## src/rtl/addsub_pipe.sv

```systemverilog
// Pipelined add/sub/rsub/cmp unit; the carry chain is split into STAGES registered chunks.
// Flags are resolved in the last stage, with optional saturation on overflow.
module addsub_chunk #(
  parameter int C = 8
) (
  input  logic [C-1:0] a_i,
  input  logic [C-1:0] b_i,
  input  logic         cin_i,
  output logic [C-1:0] sum_o,
  output logic         cout_o
);
  assign {cout_o, sum_o} = {1'b0, a_i} + {1'b0, b_i} + {{C{1'b0}}, cin_i};
endmodule

module addsub_pipe #(
  parameter int WIDTH    = 16,
  parameter int STAGES   = 2,
  parameter int SATURATE = 0
) (
  input  logic             clk,
  input  logic             rst_n,
  input  logic             in_valid,
  output logic             in_ready,
  input  logic [WIDTH-1:0] in1,
  input  logic [WIDTH-1:0] in2,
  input  logic [1:0]       op,
  input  logic             is_signed,
  output logic             out_valid,
  input  logic             out_ready,
  output logic [WIDTH-1:0] result,
  output logic             carry,
  output logic             zero,
  output logic             neg,
  output logic             ovf
);
  localparam int C = WIDTH / STAGES;

  logic              en;
  logic [STAGES:1]   vld_pipe;
  logic [WIDTH-1:0]  ex, ey;
  logic              cin;

  assign en        = !out_valid || out_ready;
  assign in_ready  = en;
  assign out_valid = vld_pipe[STAGES];

  // Every subtraction form becomes X + ~Y + 1
  always_comb begin
    ex  = in1;
    ey  = ~in2;
    cin = 1'b1;
    case (op)
      2'b00:   begin ey = in2; cin = 1'b0; end
      2'b10:   begin ex = in2; ey = ~in1; end
      default: ;
    endcase
  end

  always_ff @(posedge clk or negedge rst_n) begin
    if (!rst_n) begin
      vld_pipe <= '0;
    end else if (en) begin
      vld_pipe[1] <= in_valid;
      for (int k = 2; k <= STAGES; k++) vld_pipe[k] <= vld_pipe[k-1];
    end
  end

  for (genvar s = 0; s < STAGES; s++) begin : g_stg
    localparam int LO = s * C;
    localparam int RW = WIDTH - LO;

    logic [RW-1:0]   x_i, y_i;
    logic            c_i, sg_i;
    logic [1:0]      op_i;
    logic [C-1:0]    sum;
    logic            cout;
    logic [LO+C-1:0] r_new;

    if (s == 0) begin : g_in
      assign x_i   = ex;
      assign y_i   = ey;
      assign c_i   = cin;
      assign op_i  = op;
      assign sg_i  = is_signed;
      assign r_new = sum;
    end else begin : g_fwd
      assign x_i   = g_stg[s-1].g_mid.x_q;
      assign y_i   = g_stg[s-1].g_mid.y_q;
      assign c_i   = g_stg[s-1].g_mid.c_q;
      assign op_i  = g_stg[s-1].g_mid.op_q;
      assign sg_i  = g_stg[s-1].g_mid.sg_q;
      assign r_new = {sum, g_stg[s-1].g_mid.r_q};
    end

    addsub_chunk #(.C(C)) u_chunk (
      .a_i    (x_i[C-1:0]),
      .b_i    (y_i[C-1:0]),
      .cin_i  (c_i),
      .sum_o  (sum),
      .cout_o (cout)
    );

    if (s < STAGES - 1) begin : g_mid
      // Only the not-yet-added upper operand bits travel on
      logic [RW-C-1:0] x_q, y_q;
      logic [LO+C-1:0] r_q;
      logic            c_q, sg_q;
      logic [1:0]      op_q;

      always_ff @(posedge clk or negedge rst_n) begin
        if (!rst_n) begin
          x_q <= '0; y_q <= '0; r_q <= '0;
          c_q <= 1'b0; sg_q <= 1'b0; op_q <= 2'b00;
        end else if (en) begin
          x_q  <= x_i[RW-1:C];
          y_q  <= y_i[RW-1:C];
          r_q  <= r_new;
          c_q  <= cout;
          sg_q <= sg_i;
          op_q <= op_i;
        end
      end
    end else begin : g_last
      logic [WIDTH-1:0] raw, res;
      logic             bor, cy, xs, ys, sovf, ov, zf, nf;

      always_comb begin
        raw  = r_new;
        bor  = (op_i != 2'b00);
        cy   = bor ? ~cout : cout;
        xs   = x_i[C-1];
        ys   = y_i[C-1];
        sovf = (xs == ys) && (raw[WIDTH-1] != xs);
        ov   = sg_i ? sovf : cy;
        res  = raw;
        if (op_i == 2'b11) begin
          res = '0;
        end else if ((SATURATE != 0) && ov) begin
          if (sg_i) res = xs ? {1'b1, {(WIDTH-1){1'b0}}} : {1'b0, {(WIDTH-1){1'b1}}};
          else      res = bor ? '0 : '1;
        end
        // cmp reports flags of A-B even though its result is forced to 0
        zf = (op_i == 2'b11) ? (raw == '0) : (res == '0);
        nf = (op_i == 2'b11) ? raw[WIDTH-1] : res[WIDTH-1];
      end

      always_ff @(posedge clk or negedge rst_n) begin
        if (!rst_n) begin
          result <= '0; carry <= 1'b0; zero <= 1'b0; neg <= 1'b0; ovf <= 1'b0;
        end else if (en) begin
          result <= res;
          carry  <= cy;
          zero   <= zf;
          neg    <= nf;
          ovf    <= ov;
        end
      end
    end
  end
endmodule

```

## config.mk

```make
export PLATFORM = sky130hd
export DESIGN_NAME = addsub_pipe
export DESIGN_NICKNAME = d
export VERILOG_FILES = /design/src/rtl/addsub_pipe.sv
export SDC_FILE = /design/constraint.sdc
export NUM_CORES = 1
export LEC_CHECK = 0
export CORE_ASPECT_RATIO = 0.9
export CORE_UTILIZATION = 30
export CTS_BUF_LIST = sky130_fd_sc_hd__clkbuf_2
export DETAILED_ROUTE_END_ITERATION = 6
export HOLD_SLACK_MARGIN = 0.08
export PLACE_DENSITY = 0.64
export SLEW_MARGIN = 20
export SYNTH_ARGS = -nofsm -noshare
export SYNTH_HDL_FRONTEND = slang
export SYNTH_HIERARCHICAL = 1
export SYNTH_SLANG_ARGS = --single-unit
```

## constraint.sdc

```tcl
create_clock -name clk -period 2.3 [get_ports clk]
set_input_delay 0.46 -clock clk [delete_from_list [all_inputs] [get_ports clk]]
set_output_delay 0.46 -clock clk [all_outputs]
set_load 0.02 [all_outputs]
```

==> flow_metrics.env <==
export IMPL_clock_skew_ns=0.02159
export IMPL_post_synth_num_cell_types=43
export IMPL_slew_limit_headroom_pct=57.98
export IMPL_cts_htree_levels=2
export IMPL_via_per_inst=4.902
export IMPL_worstReg2RegStart="g_stg[0].g_mid.c_q$_DFFE_PN0P_"
export IMPL_multiInputGateArea_mm2=0.001782
export IMPL_fmax_mhz=444.9
export IMPL_io_pins=61
export IMPL_antenna_found_initial=0
export IMPL_drt_wl_total_um=7576
export IMPL_synth_area_per_cell_um2=9.582
export IMPL_setup_viol=0
export IMPL_gr_total_overflow=0
export IMPL_cp_slowest_stage_delay_ns=0.46
export IMPL_dominantRegCellSynth="dfrtp_1"
export IMPL_synthCells=325
export IMPL_n_fill_cell=1001
export IMPL_crit_path_top_delay_cell="dfrtp_1"
export IMPL_netlist_area_leader_share_pct=40.18
export IMPL_cts_sinks=50
export IMPL_syn_cell_area_mm2=0.003114
export IMPL_outcome="finished, final reports clean"
export IMPL_grt_usage_pct=14.80
export IMPL_die_h_um=98.66
export IMPL_root_buffer="clkbuf_2"
export IMPL_grt_pass1_vias=2641
export IMPL_setup_tns_ns=0
export IMPL_start_kind="flop"
export IMPL_clk_latency_ns=0.42
export IMPL_period_share_pct=97.73
export IMPL_fp_row_count=34
export IMPL_crit_arrival_ns=2.63
export IMPL_maxCapViolCount=0
export IMPL_power_density_mw_per_mm2=848.0
export IMPL_slew_violations=0
export IMPL_ys_ff_latch=50
export IMPL_ys_seq_area_share_pct=40.18
export IMPL_fin_crit_ns=2.248
export IMPL_peakVddDrop_v=0.0005157
export IMPL_syn2layout_area_growth_pct=34.39
export IMPL_endpoint_kind="flop"
export IMPL_port_buffers=60
export IMPL_synth_edf_count=0
export IMPL_hold_path_class="primary input to async pin"
export IMPL_cts_buffer_depth=2
export IMPL_rrSetupSlack_ns=0.05
export IMPL_ys_top_cells_by_count="nand2_1, dfrtp_1, a22o_1, mux2i_1, nor2_1"
export IMPL_path_max_fanout=2
export IMPL_route_vias_total=2642
export IMPL_final_seq_area_mm2=0.001251
export IMPL_path_common_cell="fa_2"
export IMPL_rr_endpoint="zero$_DFFE_PN0P_"
export IMPL_crit_type="flop to flop"
export IMPL_grt_max_degree=51
export IMPL_diodes=0
export IMPL_grt_pass1_wl_um=12780
export IMPL_hold_buffers=0
export IMPL_nNetsFinal=469
export IMPL_drc=0
export IMPL_worst_pin_slew_ns=0.6303
export IMPL_rsz0062_at_grt="true"
export IMPL_die_x_um=109.4
export IMPL_clk_pin_slew_ns=0.25
export IMPL_start_util_pct=31.55
export IMPL_cp_required_ns=2.68
export IMPL_synth_area_leaders="dfrtp_1, nand2_1, ha_1"
export IMPL_fp_dieArea_mm2=0.01079
export IMPL_syn_nets=382
export IMPL_cp_cell_sequence="fa_2 > fa_2 > a21oi_2 > o21bai_1 > xor2_1 > nor4_1 > nand4_1 > o21ai_1"
export IMPL_antenna_left=0
export IMPL_wire_per_inst_um=14.06
export IMPL_hold_viol_final=0
export IMPL_p_leak_nw=1.939
export IMPL_fp_coreArea_mm2=0.009869
export IMPL_drive_above_1_share_pct=18.89
export IMPL_dr_pass1_iters=6
export IMPL_yosysTopAreaCell="dfrtp_1"
export IMPL_hpwl_um=5892
export IMPL_yosysWarnings=6
export IMPL_drt_iter0_markers=112
export IMPL_ff2ff_path_depth=8
export IMPL_async_reset_ff_share_pct=100.0
export IMPL_holdWs_ns=0.09614
export IMPL_yosysMostFrequentCell="nand2_1"
export IMPL_gp_congestion=0.8558
export IMPL_cts_buffers_inserted=5
export IMPL_cts_tree="yes"
layout make-up:
type,instances,share of cell area (%)
multi-input cells,250,42.57
flip-flops and latches,50,29.90
repair buffers,98,21.02
well taps,126,3.767
clock inverters,3,1.525
inverters,7,0.6278
clock buffers,5,0.5979
worst max path at each step:
stage | start | to | slack [ns] | cells past startpoint
after floorplan | op[1] | g_stg[0].g_mid.r_q[6]$_DFFE_PN0P_ | -0.08 | 11
after global placement | op[1] | g_stg[0].g_mid.r_q[6]$_DFFE_PN0P_ | -0.61 | 12
after detailed placement | op[1] | g_stg[0].g_mid.r_q[6]$_DFFE_PN0P_ | -0.68 | 12
after CTS | g_stg[0].g_mid.x_q[0]$_DFFE_PN0P_ | zero$_DFFE_PN0P_ | 0.001 | 8
after global routing | g_stg[0].g_mid.c_q$_DFFE_PN0P_ | zero$_DFFE_PN0P_ | -0.07 | 8
final | g_stg[0].g_mid.c_q$_DFFE_PN0P_ | zero$_DFFE_PN0P_ | 0.05 | 8
routing by layer:
metal  up-vias  global-route usage, %  wire length [um]  share of wire, %
li1       1334                      -                 -                 -
met1      1226                  22.00              3758                50
met2        74                  22.16              3308                44
met3         8                  2.381               416               5.5
met4         0                  3.897                93               1.2
met5         -                      0                 0                 0
stage by stage:
step                      power [mW]  worst slack [ns]  std cells  instance area [um^2]  util, %
final                          3.549           0.05218        539                  4185    42.41
after global routing           3.805          -0.06554        539                  4185    42.41
after CTS                      3.528          0.001158        537                  4143    41.98
after detailed placement       2.946           -0.6784        527                  4031    40.85
after global placement         2.915           -0.6078        527                  4031    40.85
after floorplan                2.222          -0.08495        325                  3152        -
power breakdown:
group | internal (mW) | switching (mW) | leakage, nW
Sequential | 1.12 | 0.178 | 0.605
Combinational | 0.869 | 0.816 | 1.28
Clock | 0.289 | 0.277 | 0.0506
Total | 2.28 | 1.27 | 1.94
cell families after synthesis:
group / share of synthesized area (%)
flip-flops: 40.18
XOR/XNOR: 2.531
AND/OR/NAND/NOR: 17.40
adder cells (fa/ha/maj): 8.196
buffers and inverters: 4.741
AO/OA/AOI/OAI: 18.68
multiplexers: 8.276
critical path: cells and delay by family (launching register included):
kind / cells / cell delay (ns)
simple gates: 2 / 0.41
compound gates: 3 / 0.41
xor+xnor: 1 / 0.16
flops: 1 / 0.46
fa+ha+maj: 2 / 0.78
what timing repair did:
item                       CTS  global route
setup buffers                2             2
setup endpoints to repair    9             4
resized for setup            6            13
pin swaps                    5            10
cell usage in the layout, fill, tap and decap left out, drive strengths merged, types with 3 or more instances in the layout:
master and instances:
a211o 7, a21o 4, a21oi 11, a22o 16, a311o 4, a31oi 7, buf 39, clkbuf 6
clkdlybuf4s50 55, dfrtp 50, fa 4, ha 14, inv 7, mux2 8, mux2i 16, nand2 68
nand2b 6, nand3 4, nand4 3, nor2 15, nor2b 5, nor4 6, o211ai 3, o21ai 20
or2b 5, xnor2 4, xor2 5
registers in the layout (all words and copies together), names as in the netlist:
register	flops
g_stg.g_mid.r_q	8
carry	1
vld_pipe	2
g_stg.g_mid.y_q	8
ovf	1
neg	1
result	16
g_stg.g_mid.sg_q	1
zero	1
g_stg.g_mid.c_q	1
g_stg.g_mid.x_q	8
g_stg.g_mid.op_q	2
Note: power is estimated with default switching activity, not from simulation.
==> patch (same settings) <==
Set the parameter `WIDTH` to 12 (it was 16).
--- a/src/rtl/addsub_pipe.sv
+++ b/src/rtl/addsub_pipe.sv
@@ -13,7 +13,7 @@
 endmodule
 
 module addsub_pipe #(
-  parameter int WIDTH    = 16,
+  parameter int WIDTH    = 12,
   parameter int STAGES   = 2,
   parameter int SATURATE = 0
 ) (
Ports: changed (resized in1, in2 and result); port bits go from 61 to 49. No check against the original RTL was run, so the function may have changed too.
==> patch against the unedited design <==
  * Area after synthesis down 22%
  * Sequential cell count down 10
  * Wire length down 31%
  * Die area fell by 21%
  * Sequential share of layout area rose by 2.2 points
  * Power is 30% lower
  * Design area is 25% lower
  * Sequential power shrank 22%
  * Cell count is 25% lower
  * Worst setup slack gained 41 ps
  * First-iteration DRC count shrank 48%
  * Critical path depth increased by 3
  * Fmax grew 1.8%
  * Critical path type is now primary input to flip-flop
  * Largest cell class unchanged
==> patch: results (changes against the unedited design) <==
| Metric | Value |
|---|---|
| Nets | 354 (-25%) |
| Critical Path Fanout Max | 3 (+1) |
| 1st-iter DRT viols | 58 (-48%) |
| Placed Area | 3070 µm² (-24%) |
| Arr. time, crit path | 2520 ps (-110 ps) |
| Clock Power | 0.288 mW (-49%) |
| Post-synthesis sequential area ratio | 41.1% (+0.95 points) |
| CP max-delay cell | clkdlybuf4s50_1 |
| R2r setup slk | 140 ps (+90 ps) |
| Syn nets | 297 (-22%) |
| Pwr per Cell Area | 799 nW/µm² (-5.8%) |
| Input/output buffers | 48 (-20%) |
| Worst R2R End | ovf$_DFFE_PN0P_ |
| Final GP Congestion | 0.752 (-12%) |
| Pre-CTS setup slack | -472 ps (+206 ps) |
| Post-synth cell types | 41 (-4.7%) |
| Tmin final | 2210 ps (-40.6 ps) |
| Total wire length | 5.23 mm (-31%) |
| Insertion delay to the later sink of the worst-skew pair | 390 ps (-30 ps) |
| Post-CTS Resized | 2 (-4) |
| Max FFs per register | 12 (-4) |
| Worst VDD drop | 0.263 mV (-49%) |
| Status | complete, no violations |
| Share of layout cells above drive strength 1 | 16.5% (-2.4 points) |
| Largest net degree at the start of global routing | 45 (-12%) |
| CP Launch Point | in2[0] |
| Clk_skew | 21.7 ps (+0.0690 ps) |
| LEAKAGE | 1.45 nW (-25%) |
| Synth Area per Inst | 9.66 µm² (+0.78%) |
| Reg2Reg Launch Point | g_stg[0].g_mid.x_q[0]$_DFFE_PN0P_ |
| Vias in the first global route | 1803 (-32%) |
| Critical setup path kind | primary input to flip-flop |
| Gr usage total | 13.2% (-1.6 points) |
| 1st-pass router iterations | 5 (-1) |
| R2r worst-path depth | 9 (+1) |
| Vias post-DR | 1893 (-28%) |
| Worst-Margin Slew | 861 ps (+231 ps) |
## patch: cell count changes in the layout (fill, tap and decap cells not counted), sizes merged, moves of 4 or more
cell           unedited run  this run
a21oi                    11         7
a22o                     16        12
a311o                     4         0
buf                      39        17
clkdlybuf4s50            55        45
dfrtp                    50        40
ha                       14        10
mux2i                    16        12
nand2                    68        54
or2b                      5         0
xor2                      5         1
## patch: how the worst max path moves through the flow
stage	to	cells after the start
after floorplan	g_stg[0].g_mid.c_q$_DFFE_PN0P_	12
after global placement	g_stg[0].g_mid.c_q$_DFFE_PN0P_	12
after detailed placement	g_stg[0].g_mid.c_q$_DFFE_PN0P_	12
after CTS	g_stg[0].g_mid.c_q$_DFFE_PN0P_	12
after global routing	ovf$_DFFE_PN0P_	9
final	g_stg[0].g_mid.c_q$_DFFE_PN0P_	11
## patch: logic make-up after synthesis
kind of cell	count (synthesis)	synth area share [%]
muxes	18	7.71
adders and majority gates	14	8.43
and+or+nand+nor	88	16.6
DFF	40	41.1
buffers and inverters	23	5.35
AOI/OAI and AO/OA	62	18.3
xor gates and xnor gates	7	2.52
## patch: layer usage
layer | vias to the layer above | part of all wire, % | GRT usage [%] | wire [µm]
li1 | 987 | - | - | -
met1 | 841 | 53 | 18.7 | 2770
met2 | 60 | 41 | 20.0 | 2140
met3 | 5 | 4.7 | 2.65 | 246
met4 | 0 | 1.3 | 4.88 | 67
met5 | - | 0 | 0 | 0
## patch: critical path, delay by kind of cell
family          cells  cell delay, ps
fa+ha+maj           2             620
buf+inv             2             540
compound gates      2             370
mux                 1             310
simple gates        4             200
## patch: area by class of cell
type,instances,area (µm²)
Fill cell,771,4570
Clock inverter,1,5.00
Sequential cell,40,1000
Clock buffer,6,30.0
Multi-Input combinational cell,189,1330
Inverter,9,33.8
Timing Repair Buffer,64,601
Tap cell,96,120
